**src/rtl/multi_cycle_sequencer.sv**
```systemverilog
// Multi-cycle LEGv8 sequencer: FETCH/DECODE/EXEC/MEM/WB stepping,
// memory handshake with timeout, flags, branch resolve, retire count.
module multi_cycle_sequencer #(
  parameter int TIMEOUT = 16,
  parameter int CNT_W   = 32
) (
  input  logic             clk,
  input  logic             reset,
  input  logic             imem_ready,
  input  logic             dmem_ready,
  input  logic             cls_mem,
  input  logic             cls_store,
  input  logic             cls_branch,
  input  logic             uncond_br,
  input  logic [1:0]       cond_sel,
  input  logic             set_flag,
  input  logic             halt,
  input  logic [3:0]       alu_flags,
  output logic [2:0]       state,
  output logic             imem_req,
  output logic             ir_load,
  output logic             dmem_req,
  output logic             dmem_we,
  output logic             reg_we,
  output logic             pc_en,
  output logic             br_taken,
  output logic [3:0]       flags,
  output logic [CNT_W-1:0] retired,
  output logic             halted,
  output logic             timeout_err
);

  localparam int WW = (TIMEOUT > 2) ? $clog2(TIMEOUT) : 1;
  localparam logic [WW-1:0] LAST = WW'(TIMEOUT - 1);

  typedef enum logic [2:0] {
    S_FETCH  = 3'd0,
    S_DECODE = 3'd1,
    S_EXEC   = 3'd2,
    S_MEM    = 3'd3,
    S_WB     = 3'd4,
    S_HALT   = 3'd5,
    S_ERR    = 3'd6
  } state_t;

  state_t           r_state;
  state_t           w_next;
  logic [3:0]       r_flags;
  logic [CNT_W-1:0] r_retired;
  logic [WW-1:0]    r_wait;

  logic w_cond;
  logic w_last;
  logic w_imem_req;
  logic w_ir_load;
  logic w_dmem_req;
  logic w_dmem_we;
  logic w_reg_we;
  logic w_pc_en;
  logic w_br_taken;
  logic w_halted;
  logic w_terr;

  // flags are {C,V,Z,N}; CBZ tests the live ALU zero
  always_comb begin
    w_cond = 1'b0;
    case (cond_sel)
      2'b00:   w_cond = alu_flags[1];
      2'b01:   w_cond = r_flags[1];
      2'b10:   w_cond = r_flags[0] ^ r_flags[2];
      default: w_cond = ~r_flags[1];
    endcase
  end

  assign w_last = (r_wait == LAST);

  always_comb begin
    w_next     = r_state;
    w_imem_req = 1'b0;
    w_ir_load  = 1'b0;
    w_dmem_req = 1'b0;
    w_dmem_we  = 1'b0;
    w_reg_we   = 1'b0;
    w_pc_en    = 1'b0;
    w_br_taken = 1'b0;
    w_halted   = 1'b0;
    w_terr     = 1'b0;
    case (r_state)
      S_FETCH: begin
        w_imem_req = 1'b1;
        if (imem_ready) begin
          w_ir_load = 1'b1;
          w_next    = S_DECODE;
        end else if (w_last) begin
          w_next = S_ERR;
        end
      end
      S_DECODE: w_next = halt ? S_HALT : S_EXEC;
      S_EXEC: begin
        if (cls_branch) begin
          w_pc_en    = 1'b1;
          w_br_taken = uncond_br | w_cond;
          w_next     = S_FETCH;
        end else if (cls_mem) begin
          w_next = S_MEM;
        end else begin
          w_next = S_WB;
        end
      end
      S_MEM: begin
        w_dmem_req = 1'b1;
        w_dmem_we  = cls_store;
        if (dmem_ready) begin
          w_pc_en = cls_store;
          w_next  = cls_store ? S_FETCH : S_WB;
        end else if (w_last) begin
          w_next = S_ERR;
        end
      end
      S_WB: begin
        w_reg_we = 1'b1;
        w_pc_en  = 1'b1;
        w_next   = S_FETCH;
      end
      S_HALT:  w_halted = 1'b1;
      S_ERR:   w_terr   = 1'b1;
      default: w_next   = S_ERR;
    endcase
  end

  always_ff @(posedge clk) begin
    if (reset) begin
      r_state   <= S_FETCH;
      r_flags   <= '0;
      r_retired <= '0;
      r_wait    <= '0;
    end else begin
      r_state <= w_next;
      if (r_state == S_EXEC && set_flag)
        r_flags <= alu_flags;
      if (w_pc_en)
        r_retired <= r_retired + 1'b1;
      if (w_next != r_state)
        r_wait <= '0;
      else if (r_state == S_FETCH || r_state == S_MEM)
        r_wait <= r_wait + 1'b1;
    end
  end

  assign state       = reset ? 3'd0 : r_state;
  assign imem_req    = w_imem_req & ~reset;
  assign ir_load     = w_ir_load  & ~reset;
  assign dmem_req    = w_dmem_req & ~reset;
  assign dmem_we     = w_dmem_we  & ~reset;
  assign reg_we      = w_reg_we   & ~reset;
  assign pc_en       = w_pc_en    & ~reset;
  assign br_taken    = w_br_taken & ~reset;
  assign flags       = reset ? 4'd0 : r_flags;
  assign retired     = reset ? '0 : r_retired;
  assign halted      = w_halted   & ~reset;
  assign timeout_err = w_terr     & ~reset;

endmodule

```
**config.mk**
```make
export PLATFORM = sky130hd
export DESIGN_NAME = multi_cycle_sequencer
export DESIGN_NICKNAME = d
export VERILOG_FILES = /design/src/rtl/multi_cycle_sequencer.sv
export SDC_FILE = /design/constraint.sdc
export NUM_CORES = 1
export LEC_CHECK = 0
export CAP_MARGIN = 20
export CORE_ASPECT_RATIO = 0.8
export CORE_MARGIN = 2
export CORE_UTILIZATION = 45
export DETAILED_ROUTE_END_ITERATION = 8
export PLACE_DENSITY = 0.74
export SETUP_SLACK_MARGIN = 0.2
export SLEW_MARGIN = 30
export SYNTH_ARGS = -nofsm -noshare
export SYNTH_HDL_FRONTEND = slang
export SYNTH_SLANG_ARGS = --single-unit
```
**constraint.sdc**
```tcl
create_clock -name clk -period 5 [get_ports clk]
set_input_delay 1.5 -clock clk [delete_from_list [all_inputs] [get_ports clk]]
set_output_delay 1.5 -clock clk [all_outputs]
set_load 0.01 [all_outputs]
```
After elaboration in Yosys (flattened, before gate mapping)
Index checks and enable logic that the tools add are counted.
{"block": "classes", "n_addsub": 2, "eq_ne": 10, "mux": 25, "bitwise_logic": 13, "n_reduce_logical": 6}
{"op": "$add A32 B1 Y32 const B", "count": 1}
{"op": "$mux W32", "count": 1}
{"op": "$mux W3", "count": 8}
{"op": "$pmux W3 S6", "count": 1}
{"op": "$mux W1", "count": 12}
{"op": "$and A1 B1 Y1", "count": 9}
{"op": "$eq A3 B3 Y1 const B", "count": 3}
{"op": "$eq A3 B2 Y1 const B", "count": 2}
{"op": "$pmux W1 S3", "count": 2}
{"op": "$add A4 B1 Y4 const B", "count": 1}
{"op": "$eq A4 B4 Y1 const B", "count": 1}
{"op": "$mux W4", "count": 1}
{"op": "$reduce_or A2 Y1", "count": 2}
{"op": "$eq A3 B1 Y1 const B", "count": 1}
{"op": "$logic_not A3 Y1", "count": 1}
{"op": "$ne A3 B3 Y1", "count": 1}
{"op": "$eq A2 B1 Y1 const B", "count": 1}
{"op": "$eq A2 B2 Y1 const B", "count": 1}
{"op": "$logic_not A2 Y1", "count": 1}
{"op": "$not A1 Y1", "count": 2}
{"op": "$logic_and A1 B1 Y1", "count": 1}
{"op": "$logic_or A1 B1 Y1", "count": 1}
{"op": "$or A1 B1 Y1", "count": 1}
{"op": "$xor A1 B1 Y1", "count": 1}
{"block": "totals", "register_bits": 43, "output_inout_bits": 48, "elab_cells": 60}

Depth between registers and ports, before layout
{"block": "depth", "depth_word": 6, "ltp_mapped": 7, "depth_no_buf": 6}

Worst setup path after synthesis
No wires, ideal clock.
{"block": "synth_timing", "kind": "input -> output", "start": "input cls_store", "end": "output pc_en", "arrival_time_ns": 2.637, "path_slack_ns": 0.863, "path_stages": 5, "path_buffers": 1, "path_cell_list": "nand3_1 a211oi_4 clkbuf_1 nor2_1 nor2_1"}
{"block": "synth_between", "elab_chain_len": 3}
{"element": "start: declaration", "line_no": "12", "source": "input logic cls_store,"}
{"element": "$mux W1", "line_no": "113", "source": "if (dmem_ready) begin"}
{"element": "$pmux W1 S3", "line_no": "88", "source": "case (r_state)"}
{"element": "$and A1 B1 Y1", "line_no": "156", "source": "assign pc_en = w_pc_en & ~reset;"}
{"element": "end: declaration", "line_no": "25", "source": "output logic pc_en,"}
Every way passes these cells.

Worst setup path after layout
{"block": "layout_timing", "start": "input cond_sel[1]", "end": "output br_taken"}
{"block": "layout_between", "elab_chain_len": 6, "elab_cells_between_ends": 8, "classes_between": "eq/ne: 2; mux: 3; bitwise: 2; reduce/logical: 1"}
{"element": "start: declaration", "line_no": "15", "source": "input logic [1:0] cond_sel,"}
{"element": "$eq A2 B2 Y1, or another cell as far along", "line_no": "67", "source": "case (cond_sel)"}
{"element": "$pmux W1 S3 (*)", "line_no": "67"}
{"element": "$or A1 B1 Y1 (*)", "line_no": "102", "source": "w_br_taken = uncond_br | w_cond;"}
{"element": "$mux W1 (*)", "line_no": "100", "source": "if (cls_branch) begin"}
{"element": "$mux W1 (*)", "line_no": "88"}
{"element": "$and A1 B1 Y1 (*)", "line_no": "157", "source": "assign br_taken = w_br_taken & ~reset;"}
{"element": "end: declaration", "line_no": "26", "source": "output logic br_taken,"}
Every way passes the cells marked *; elsewhere a longest branch is shown, timed or not.

==> impl_metrics.toml <==
[run_status]
status = "finished, final reports clean"

[power]
pwr-share-comb = 0.107
internal-power_mw = 0.5856
p_per_area_mw_per_mm2 = 231.2
swShare = 0.2335
power_frac_seq = 0.469
ir_worst_vdd_v = 0.0002027
clockPowerShare = 0.424
switching_power_mw = 0.1785
p_leak_nw = 1.118

[drt]
ant_nets = 0
dr.pass1.iters = 4
vias = 2411
drt_iter0_markers = 98
wl_mm = 5.717
drc = 0
via_per_inst = 5.530
wl_per_cell_um = 13.11

[layout]
fin_cells = 436
drive_gt1_frac = 0.05660
nNetsFinal = 388
seq_area_um2 = 860.8
syn2layout_area_growth_pct = 33.18
antenna-diode-count = 0
num-fill-cells = 478
multi_input_area_mm2 = 0.001521

[floorplan]
start_util = 0.4616
io-pin-count = 64
dieArea_mm2 = 0.006128
fp.dieH_um = 70.42
die_w_um = 87.02
coreArea_mm2 = 0.005375
fp-row-count = 24

[place]
place.gp.congestion = 0.7514
io_buffers = 63
dpl.cell_count = 428
dp_hpwl_mm = 4.219

[logic_synthesis]
ys_seq_area_frac = 0.3469
synth.avg_cell_area_um2 = 7.927
ys_warn_count = 0
async_flop_share = 0
yosysTopAreaCell = "dfxtp_1"
yosysUniqueCellTypes = 45
synth_ff_type = "dfxtp_1"
synth_area_mm2 = 0.002481
syn-num-nets = 331
synth_common_cells = "43 x dfxtp_1, 41 x nor2_1, 32 x nor2b_1"
yosysTopAreaCellShare = 0.3469
synth_edf_count = 0
post-synth-top-count-cell = "dfxtp_1"
yosys-top-cells-area = "dfxtp_1 35%, nor2b_1 8.1%, nor2_1 6.2%, xor2_1 5.3%, a21oi_1 4.6%"
ys_ff_latch = 43
synth_cells = 313

[flow_run]
maxCapViolCount = 0

[timing]
fmax_mhz = 215.5
maxSlewHeadroom = 0.4621
setup_tns_ps = 0
clock_skew_ps = 8.626
slew_violations = 0
timing.final.crit_period_ps = 4639
worst_slew_pin_slew_ps = 805.0
fin_crit_sh = 0.9279
hold_viol = 0
grt_setup_unrepaired = "false"
setup_viol = 0
timing.hold.ws_ps = 491.5

[grt]
met1_usage = 0.2645
grt_use_total = 0.1928
grt_use_met3 = 0.05201
grt_pass1_vias = 2185
antenna_found_initial = 0
overflow = 0
grt_pass1_wl_mm = 9.735
grt_start_max_net_pins = 40
grt_busiest_layer = "met2"
use_met2 = 0.2918

[cts]
post-cts-setup-buffer-count = 0
numCtsBuffers = 5
cts_buffer_depth = 2
cts_tree = "done"
cts_hold_buf = 0
ctsResizeCount = 0
cts.sinks = 43
htree_levels = 2
clock_latency_ps = 300
clkTransAtPathRegs_ps = 90
cts-root-buf = "clkbuf_8"

[setup_path]
critical_path_class = "primary input to output pin"
setup.worst_path.end_class = "output pin"
worstRegToRegCells = 6
worstPathMaxFanout = 3
r2r-start = "r_state[0]"
r2r-end = "r_retired[16]"
worstPathCellList = "clkdlybuf4s50_1 > nor2_1 > a211oi_1 > a211oi_1 > nor4_1 > clkdlybuf4s50_1"
cp_slowest_stage_delay_ps = 590
crit_arrival_ps = 3140
crit_path_top_delay_cell = "clkdlybuf4s50_1"
reg2reg_slack_ps = 2640
start_kind = "primary input"
required_ps = 3500

[worst_hold_path]
hp-start = "r_retired[21]"
whs_path_depth = 2
hp-class = "flop to flop"
holdPathEnd = "r_retired[21]"
flip-flops by register name, indices dropped and copies added (netlist names):
signal,count
r_flags,4
r_retired,32
r_state,3
r_wait,4
layout by cell type (no fill, tap or decap), types with 3 or more instances in the layout:
| cell | netlist | routed |
|---|---|---|
| clkdlybuf4s50_1 | 0 | 61 |
| dfxtp_1 | 43 | 43 |
| nor2_1 | 41 | 41 |
| nor2b_1 | 32 | 32 |
| a21oi_1 | 23 | 23 |
| o21ai_0 | 17 | 17 |
| xor2_1 | 15 | 15 |
| nand2_1 | 13 | 13 |
| or3_1 | 12 | 12 |
| inv_1 | 9 | 9 |
| nand3_1 | 8 | 8 |
| o2111ai_1 | 7 | 7 |
| nor4_1 | 5 | 5 |
| and2_1 | 5 | 5 |
| and4_1 | 5 | 5 |
| o211ai_1 | 5 | 5 |
| mux2i_1 | 5 | 5 |
| o31ai_1 | 5 | 5 |
| clkbuf_8 | 0 | 5 |
| nor3_1 | 4 | 4 |
| nand4_1 | 4 | 4 |
| or4_1 | 4 | 4 |
| xnor2_1 | 3 | 3 |
| a211oi_1 | 3 | 3 |
| and3_1 | 3 | 3 |
| mux2_2 | 3 | 3 |
| buf_4 | 0 | 3 |
cell families (layout without fill, tap and decap cells):
logic type | count (synthesis) | after routing | share of synthesized area
muxes | 8 | 8 | 0.03379
xor gates and xnor gates | 18 | 18 | 0.06354
buffers and inverters | 26 | 84 | 0.03984
adders and majority gates | 2 | 2 | 0.01008
AOI/OAI and AO/OA | 71 | 71 | 0.1906
and+or+nand+nor | 145 | 145 | 0.3152
DFF | 43 | 43 | 0.3470
routing by layer:
layer | routed length [um] | vias up | share of wire
met1 | 2741 | 1125 | 0.48
met4 | 61 | 0 | 0.011
li1 | - | 1222 | -
met2 | 2570 | 58 | 0.45
met3 | 343 | 6 | 0.060
met5 | 0 | - | 0
worst max-delay path: cells and delay by family:
family / cells / cell delay (ps)
simple gates: 2 / 230
buf+inv: 2 / 1110
compound gates: 2 / 300
how the worst max path moves through the flow:
stage | cells after the start | start | endpoint | slack, ps
floorplan | 5 | cls_store | pc_en | 860
global placement | 6 | dmem_ready | pc_en | 270
detailed placement | 6 | dmem_ready | pc_en | 240
CTS | 6 | dmem_ready | pc_en | 240
global route | 6 | cond_sel[1] | br_taken | 250
finish | 6 | cond_sel[1] | br_taken | 360
stage by stage:
| stage | power [mW] | worst slack, ps | util | cell area [um^2] |
|---|---|---|---|---|
| 2_1_floorplan | 0.4142 | 863.4 | - | 2481 |
| 3_3_place_gp | 0.4468 | 271.5 | 0.5889 | 3166 |
| 3_5_place_dp | 0.4483 | 243.8 | 0.5889 | 3166 |
| 4_1_cts | 0.7707 | 238.9 | 0.6143 | 3302 |
| 5_1_grt | 0.7952 | 252.1 | 0.6148 | 3304 |
| 6_report | 0.7641 | 360.5 | 0.6148 | 3304 |
power by group through the flow:
stage               clock (mW)  sequential, mW  combinational (mW)
global route             0.345           0.360              0.0904
detailed placement           0           0.366              0.0823
floorplan                    0           0.360              0.0540
finish                   0.324           0.358              0.0818
CTS                      0.330           0.358              0.0826
global placement             0           0.366              0.0807
final cells by class:
type	instances	area share
clock buffers	5	0.02083
clock inverters	3	0.02045
inverters	9	0.01022
multi-input cells	244	0.4604
flip-flops and latches	43	0.2605
well taps	65	0.02461
repair buffers	67	0.2030
Note: power is estimated with default switching activity, not from simulation.
